`src/rtl/nibble_serial_subtractor.sv`:
```
// nibble_serial_subtractor: D = A - B - Bin one nibble per clock, LSB first; SIGNED_OVF_EN adds overflow flag V
module nibble_serial_subtractor #(
    parameter int WIDTH = 8
) (
    input  logic             CLK,
    input  logic             RST_N,
    input  logic             IN_VALID,
    output logic             IN_READY,
    input  logic [WIDTH-1:0] A,
    input  logic [WIDTH-1:0] B,
    input  logic             Bin,
    output logic             OUT_VALID,
    input  logic             OUT_READY,
    output logic [WIDTH-1:0] D,
    output logic             Bout
`ifdef SIGNED_OVF_EN
    ,
    output logic             V
`endif
);
    localparam int NIBBLES = WIDTH / 4;
    localparam int CW = NIBBLES > 1 ? $clog2(NIBBLES) : 1;

    typedef enum logic [1:0] {IDLE, RUN, DONE} state_t;

    state_t           state, state_nxt;
    logic [WIDTH-1:0] a_sh, b_sh, d_nxt;
    logic             borrow_reg;
    logic [CW-1:0]    cnt;
    logic [4:0]       sub;
    logic             last;
`ifdef SIGNED_OVF_EN
    logic             a_msb, b_msb;
`endif

    assign sub       = {1'b0, a_sh[3:0]} - {1'b0, b_sh[3:0]} - {4'b0, borrow_reg};
    assign last      = cnt == CW'(NIBBLES - 1);
    assign d_nxt     = (D >> 4) | (WIDTH'(sub[3:0]) << (WIDTH - 4));
    assign IN_READY  = state == IDLE;
    assign OUT_VALID = state == DONE;

    // accept in IDLE, finish after the last nibble, release when the result is consumed
    always_comb begin
        state_nxt = state;
        state_nxt = (state == IDLE && IN_VALID)  ? RUN  :
                    (state == RUN  && last)      ? DONE :
                    (state == DONE && OUT_READY) ? IDLE : state;
    end

    // state register
    always_ff @(posedge CLK) begin
        if (!RST_N) state <= IDLE;
        else state <= state_nxt;
    end

    // operand capture, per-nibble subtract with registered borrow, result shift-in from the MSB end
    always_ff @(posedge CLK) begin
        if (!RST_N) begin
            a_sh       <= '0;
            b_sh       <= '0;
            borrow_reg <= 1'b0;
            cnt        <= '0;
            D          <= '0;
            Bout       <= 1'b0;
`ifdef SIGNED_OVF_EN
            a_msb      <= 1'b0;
            b_msb      <= 1'b0;
            V          <= 1'b0;
`endif
        end else if (state == IDLE && IN_VALID) begin
            a_sh       <= A;
            b_sh       <= B;
            borrow_reg <= Bin;
            cnt        <= '0;
`ifdef SIGNED_OVF_EN
            a_msb      <= A[WIDTH-1];
            b_msb      <= B[WIDTH-1];
`endif
        end else if (state == RUN) begin
            a_sh       <= a_sh >> 4;
            b_sh       <= b_sh >> 4;
            borrow_reg <= sub[4];
            cnt        <= cnt + 1'b1;
            D          <= d_nxt;
            if (last) Bout <= sub[4];
`ifdef SIGNED_OVF_EN
            if (last) V <= (a_msb != b_msb) && (sub[3] != a_msb);
`endif
        end
    end
endmodule

```
`config.mk`:
```
export PLATFORM = sky130hd
export DESIGN_NAME = nibble_serial_subtractor
export DESIGN_NICKNAME = d
export VERILOG_FILES = /design/src/rtl/nibble_serial_subtractor.sv
export SDC_FILE = /design/constraint.sdc
export NUM_CORES = 1
export LEC_CHECK = 0
export CORE_ASPECT_RATIO = 0.75
export CORE_UTILIZATION = 44
export DETAILED_ROUTE_END_ITERATION = 8
export PLACE_DENSITY = 0.74
export SETUP_SLACK_MARGIN = 0.15
export SLEW_MARGIN = 0
export SYNTH_ARGS = -nofsm -noshare
export SYNTH_HDL_FRONTEND = slang
export SYNTH_SLANG_ARGS = --single-unit
export TNS_END_PERCENT = 5
```
`constraint.sdc`:
```
create_clock -name CLK -period 2.1 [get_ports CLK]
set_input_delay 0.42 -clock CLK [delete_from_list [all_inputs] [get_ports CLK]]
set_output_delay 0.42 -clock CLK [all_outputs]
set_load 0.02 [all_outputs]
```
# After elaboration in Yosys (flattened, before gate mapping)
# Cells that the tools add are included.
# W data, S select, Z words.
# totals
regBits,29
in_bits,21
out_inout_bits,11
word_cells,35
# classes
addsub,3
n_eq_ne,2
n_mux,9
bitwise_logic,3
reduce_logical,10
# op_table
cell,count
$mux W8,4
$or A4 B8 Y8,1
$sub A4 B4 Y5,1
$sub A5 B1 Y5,1
$mux W2,2
$reduce_bool A2 Y1,2
$logic_and A1 B1 Y1,3
$mux W1,3
$reduce_and A3 Y1,1
$reduce_bool A3 Y1,1
$eq A2 B1 Y1 const B,1
$eq A2 B2 Y1 const B,1
$logic_not A2 Y1,1
$not A1 Y1,2
$reduce_and A2 Y1,1
$reduce_or A2 Y1,1
$add A1 B1 Y1 const B,1

# Longest topological paths before layout
# depth
word_depth,5
mapped_depth,8
ltp_nobuf,8

# Least setup slack after synthesis
# Ideal clock, no wire load.
# synth_timing
kind,reg-to-reg
start,reg a_sh[0]
end,reg Bout
setup_time_ns,0.091
t_arrival_ns,1.839
required_ns,2.009
path_slack_ns,0.170
path_stages_with_launch,7
path_buffers,0
period_less_slack_ns,1.930
cell_sequence,dfxtp_1 fa_1 fa_1 nand2b_1 a21oi_1 xnor2_1 a311oi_1
# synth_via
elab_chain_cells,2
# synth_lines
element,line_no,text
from (decl),27,"logic [WIDTH-1:0] a_sh, b_sh, d_nxt;"
from (signal assigned),80,a_sh <= a_sh >> 4;
$sub A4 B4 Y5,36,"assign sub = {1'b0, a_sh[3:0]} - {1'b0, b_sh[3:0]} - {4'b0, borrow_reg};"
$sub A5 B1 Y5,36,
to (signal assigned),85,if (last) Bout <= sub[4];
to (decl),15,output logic Bout
# No other way between the ends.
# A chain may end at the register's enable or synchronous reset.

# Worst setup path in the final report
# layout_timing
start,reg b_sh[0]
end,reg Bout
# layout_via
elab_chain_cells,2
# layout_lines
element,line_no,text
from (decl),27,
from (signal assigned),81,b_sh <= b_sh >> 4;
$sub A4 B4 Y5,36,
$sub A5 B1 Y5,36,
# No other way between the ends.

==> impl_metrics.ini <==
[outcome]
outcome = complete, no violations

[finish]
fin_nets = 233
drive_gt1_share_pct = 14.6
antenna-diode-count = 0
syn_to_final_growth_pct = 31.8
reg.largest.list = D (8), a_sh (8), b_sh (8)

[pwr]
pwr-share-clk_pct = 32.1
p_leak_uw = 0.000738
power_uw = 1590
vdd_drop_max_uv = 451
power_density_nw_per_um2 = 841
internal_power_uw = 1110
p_seq_share_pct = 40.1
switching_power_uw = 480
combinationalPowerShare_pct = 27.8
sw_frac_of_total_pct = 30.1

[routing]
routedWlPerCell_um = 14.4
vias_per_cell = 5.44
drt_wl_total_um = 3490
via_count = 1323
drt_iter0_drc = 89
detail_route.first_pass.iterations = 5
route.detailed.drc = 0
ant_nets = 0

[setup_path]
path_buf_inv = 1
arrival_ps = 2120
end_kind = register
start_kind = register
critPathMaxStageDelay_ps = 390
r2r_slack_ps = 170
slowest_stage = fa_2
critPathTopFamily = adder cells
required_ps = 2290
worstPathCellList = inv_1 > fa_2 > fa_2 > nand2b_4 > a21oi_4 > xnor2_2 > a311oi_1
crit_type = reg -> reg
cp_max_fo = 2
path_common_cell = fa_2

[global_route]
gr-total-overflow = 0
grt_pass1_wl_um = 5750
track_usage_pct = 22.9
grt_max_degree = 17
antenna_found_initial = 0
grt_pass1_vias = 1244

[placement]
port_buffers = 31
dp_hpwl_um = 2500
place.gp.congestion = 0.863

[hold_path]
hp-class = reg -> reg

[yosys]
syn_area_per_cell_um2 = 8.31
synth_cell_type_count = 34
ys_ff_latch = 29
synthFlopType = dfxtp_1
synth-warning-count = 0
synth-seq-area-share_pct = 40.4
syn-cell-area_um2 = 1440
async_reset_ff_share_pct = 0
netlist_instances = 173
synth_edf_count = 0
syn_nets = 202

[clock_network]
clkSinkCount = 29
root_buffer = clkbuf_8
clk_pin_slew_ps = 70
ctsHoldBuffers = 0
cts_tree = built
clock_latency_ps = 280
cts_max_path_buffers = 2
htreeDepth = 2
cts-buffers-inserted = 5

[sta]
max_freq_ghz = 0.517
final.min_clock_period_ps = 1930
relSlewSlack_pct = 53.8
skew_ps = 6.90
setup_viol = 0
finalHoldViolations = 0
worst_pin_slew_ps = 689
rsz0062_at_grt = yes
slew_viol_final = 0
fin_crit_sh_pct = 92.1
hold_ws_ps = 453

[floorplanning]
coreArea_um2 = 3020
io_pins = 32
die_area_um2 = 3500
die_w_um = 68.0
start_util_pct = 47.6
die-height_um = 51.5
rows = 17

[job]
drv_cap = 0
[worst register-to-register path: stages (launching register included)]
cell      delay [ps]
dfxtp_1          310
inv_1             70
fa_2             390
fa_2             380
nand2b_4         160
a21oi_4          160
xnor2_2          110
a311oi_1         270
[routing by layer]
layer | up-vias | GRT usage [%] | share of wire (%)
met1 | 617 | 29.2 | 44
li1 | 651 | - | -
met4 | 0 | 12.2 | 1.1
met2 | 52 | 35.5 | 48
met3 | 3 | 5.48 | 7.1
met5 | - | 0 | 0
[cells in the mapped netlist (3+ instances only)]
master     instances  area share (%)
a22oi_1            5             2.6
buf_4              6             3.1
inv_1              9             2.3
nor2b_1            3             1.3
clkbuf_1           3            0.78
buf_2              4             1.4
nor2_1            25             6.5
ha_1               6             5.2
dfxtp_1           29              40
nand2b_1           3             1.3
a2bb2oi_1          3             1.8
nand2_1           18             4.7
a21oi_1           19             6.6
a211oi_1           3             1.6
o21ai_0           11             3.8
[cell type report]
class	count	area [µm²]
inverter	11	41.3
fill	246	1130
timing repair buffer	38	363
tap	38	47.5
clock inverter	1	5.00
sequential	29	582
multi-input combinational	119	759
clock buffer	7	96.3
[power groups by stage]
stage                     logic, µW  clock network [µW]  registers, µW
after floorplan                 273                   0            645
after global placement          382                   0            647
after detailed placement        397                   0            650
after CTS                       438                 512            639
after global routing            484                 543            645
final                           443                 511            639
[final timing paths]
| kind | startpoint | end | depth (start not counted) |
|---|---|---|---|
| setup reg to reg | b_sh[0] | Bout | 7 |
| hold / removal | D[3] | D[3] | 2 |
| hold reg to reg | D[3] | D[3] | 2 |
| setup / recovery | b_sh[0] | Bout | 7 |
[cells by family after synthesis]
logic type      after synthesis  synth area share (%)
flops                        29                  40.4
fa+ha+maj                     8                  8.01
compound gates               53                  24.1
simple gates                 56                  17.3
xor+xnor                      2                  1.22
buf+inv                      25                  8.96
[per-stage QoR]
| stage | area (µm²) | setup TNS, ps | utilization, % | setup WS (ps) | std cells |
|---|---|---|---|---|---|
| floorplan | 1440 | 0 | - | 170 | 173 |
| global placement | 1760 | 0 | 58.3 | 116 | 235 |
| detailed placement | 1760 | -41.1 | 58.3 | -41.1 | 235 |
| CTS | 1890 | 0 | 62.7 | 174 | 243 |
| global route | 1890 | 0 | 62.7 | 93.3 | 243 |
| finish | 1890 | 0 | 62.7 | 166 | 243 |
[cell usage in the layout (no fill, tap or decap), drive strengths merged, types with 2 or more instances in the layout]
cell type	n
a2bb2oi	3
nor2b	4
o221ai	2
buf	7
a21oi	19
a22oi	6
clkdlybuf4s50	31
nand2	18
ha	6
clkbuf	7
xnor2	2
o21ai	12
dfxtp	29
nand2b	3
inv	11
a211oi	3
a221oi	2
nor2	26
nand3	2
fa	2
o221a	2
[repair_timing]
item	in CTS	in global routing
cloned	0	0
gates resized for setup	7	0
setup endpoints to repair	2	2
buffers inserted	0	0
pin swaps	2	0
(Power assumes the default switching activity.)
==> variant: new RTL, same flow settings <==
Encoding of `state_t`: now one-hot (3 bits for 3 states).
--- a/src/rtl/nibble_serial_subtractor.sv
+++ b/src/rtl/nibble_serial_subtractor.sv
@@ -23,3 +23,3 @@
 
-    typedef enum logic [1:0] {IDLE, RUN, DONE} state_t;
+    typedef enum logic [2:0] {IDLE = 3'b001, RUN = 3'b010, DONE = 3'b100} state_t;
 
Function: no difference found for any inputs over 10 cycles, from zero or initial values and one cycle with RST_N low; not proved beyond that.
==> variant against the unedited design <==
Final area unchanged. Synthesized area increased by 0.70%. Total power decreased by 5.9%. Synthesized cell count decreased by 1.7%. Sequential cell count increased by 1. Wire length decreased by 8.0%. Count of clock-buffer cells in the layout decreased by 2. Setup slack improved by 42 ps.
==> variant: results (changes against the unedited design) <==
pin count of the biggest net entering global routing=20 (+3); 1st-pass router iterations=4 (-1); half-perimeter wire length of the detailed placement result=2370 µm (-5.4%); clock group total power=0.582 mW (+14%); Synth cell types=35 (+2.9%); worst stage delay on the critical path=460 ps (+70 ps); initial drt markers=54 (-39%); Post-Place Setup Slack=226 ps (+267 ps); quantity of I/O buffers inserted on ports=31 (unchanged); CP top delay family=compound AO/OA/AOI/OAI gates; VDD IR-drop max=0.463 mV (+2.7%); switching part of the total=26.8% (-3.3 points); run status=completed; final routed wirelength across all metal layers=3210 µm (-8.0%); Synth Net Count=199 (-1.5%); net count of the finished layout=229 (-1.7%); post-synthesis instance total=170 (-1.7%); vias per cell=5.46 (+0.21%); leak pwr=0.706 nW (-4.2%); fraction of the yosys area taken by sequential cells=41.5% (+1.1 points); parity-gate share of the synthesized area counting xor and xnor cells=1.82% (+0.60 points); GR Util All Layers=21.5% (-1.4 points); total combinational power=0.285 mW (-36%); skew final=7.93 ps (+1.03 ps); via count of the first global-routing pass=1247 (+0.24%); most used standard cells in the synthesized netlist=sky130_fd_sc_hd__dfxtp_1 (30), sky130_fd_sc_hd__a21oi_1 (26), sky130_fd_sc_hd__nand2_1 (18); proportion of layout cells with a drive suffix above 1=10.4% (-4.2 points); placement-stage cell area=1780 µm² (+0.92%); Combinational Power Share=19.0% (-8.8 points); fill cell count=263 (+6.9%); Worst Max-Slew Pin Slew=551 ps (-138 ps); adder and majority cell fraction of the synthesized area=7.95% (-0.055 points); level count of the clock H-tree=2 (unchanged); cell with the biggest individual delay on the critical path=sky130_fd_sc_hd__a2111oi_0; global-route wire length before repair=5460 µm (-5.2%); vias after detailed routing=1304 (-1.4%); share of the synthesized area in compound gates (AO/OA/AOI/OAI)=20.2% (-3.9 points)
==> variant: cell types whose count changed after synthesis, moves of 3 or more <==
cell                       before  now
sky130_fd_sc_hd__o21ai_0       11    5
sky130_fd_sc_hd__clkbuf_1       3    6
sky130_fd_sc_hd__nor2_1        25    3
sky130_fd_sc_hd__a22oi_1        5    8
sky130_fd_sc_hd__a21oi_1       19   26
sky130_fd_sc_hd__inv_1          9   12
sky130_fd_sc_hd__nand3_1        2   17
==> variant: per-layer routing <==
| metal | share of wire (%) | GRT usage, % |
|---|---|---|
| met1 | 45 | 25.6 |
| met2 | 48 | 34.8 |
| met3 | 4.9 | 7.46 |
| met4 | 1.2 | 9.38 |
| met5 | 0 | 0 |
==> variant: area by class of cell <==
type / instances / area [µm²] / share of cell area (%)
Multi-Input combinational cell: 111 / 709 / 37.5
Sequential cell: 30 / 603 / 31.8
Timing Repair Buffer: 39 / 372 / 19.6
Clock buffer: 5 / 68.8 / 3.63
Inverter: 13 / 48.8 / 2.58
Tap cell: 38 / 47.5 / 2.51
Clock inverter: 3 / 45.0 / 2.38
==> variant: path summary, 6_finish.rpt <==
kind,start,slack [ps],endpoint,depth (start not counted)
hold / removal,D[0],450,D[0],2
setup / recovery,b_sh[0],210,D[7],6
hold reg to reg,D[0],450,D[0],2
setup reg to reg,b_sh[0],210,D[7],6
==> variant: kinds of logic (layout without fill, tap and decap cells) <==
kind of cell             Yosys count  count (layout)
adder cells (fa/ha/maj)            8               8
AO/OA/AOI/OAI                     48              48
flip-flops                        30              30
AND/OR/NAND/NOR                   52              52
buffers and inverters             29              60
XOR/XNOR                           3               3
==> variant: timing repair <==
item / 4_1_cts / 5_1_grt
setup endpoints to repair: 2 / 4
gates cloned: 0 / 0
pin swaps: 0 / 0
resized for setup: 3 / 2
endpoints found under the hold margin: 0 / 0
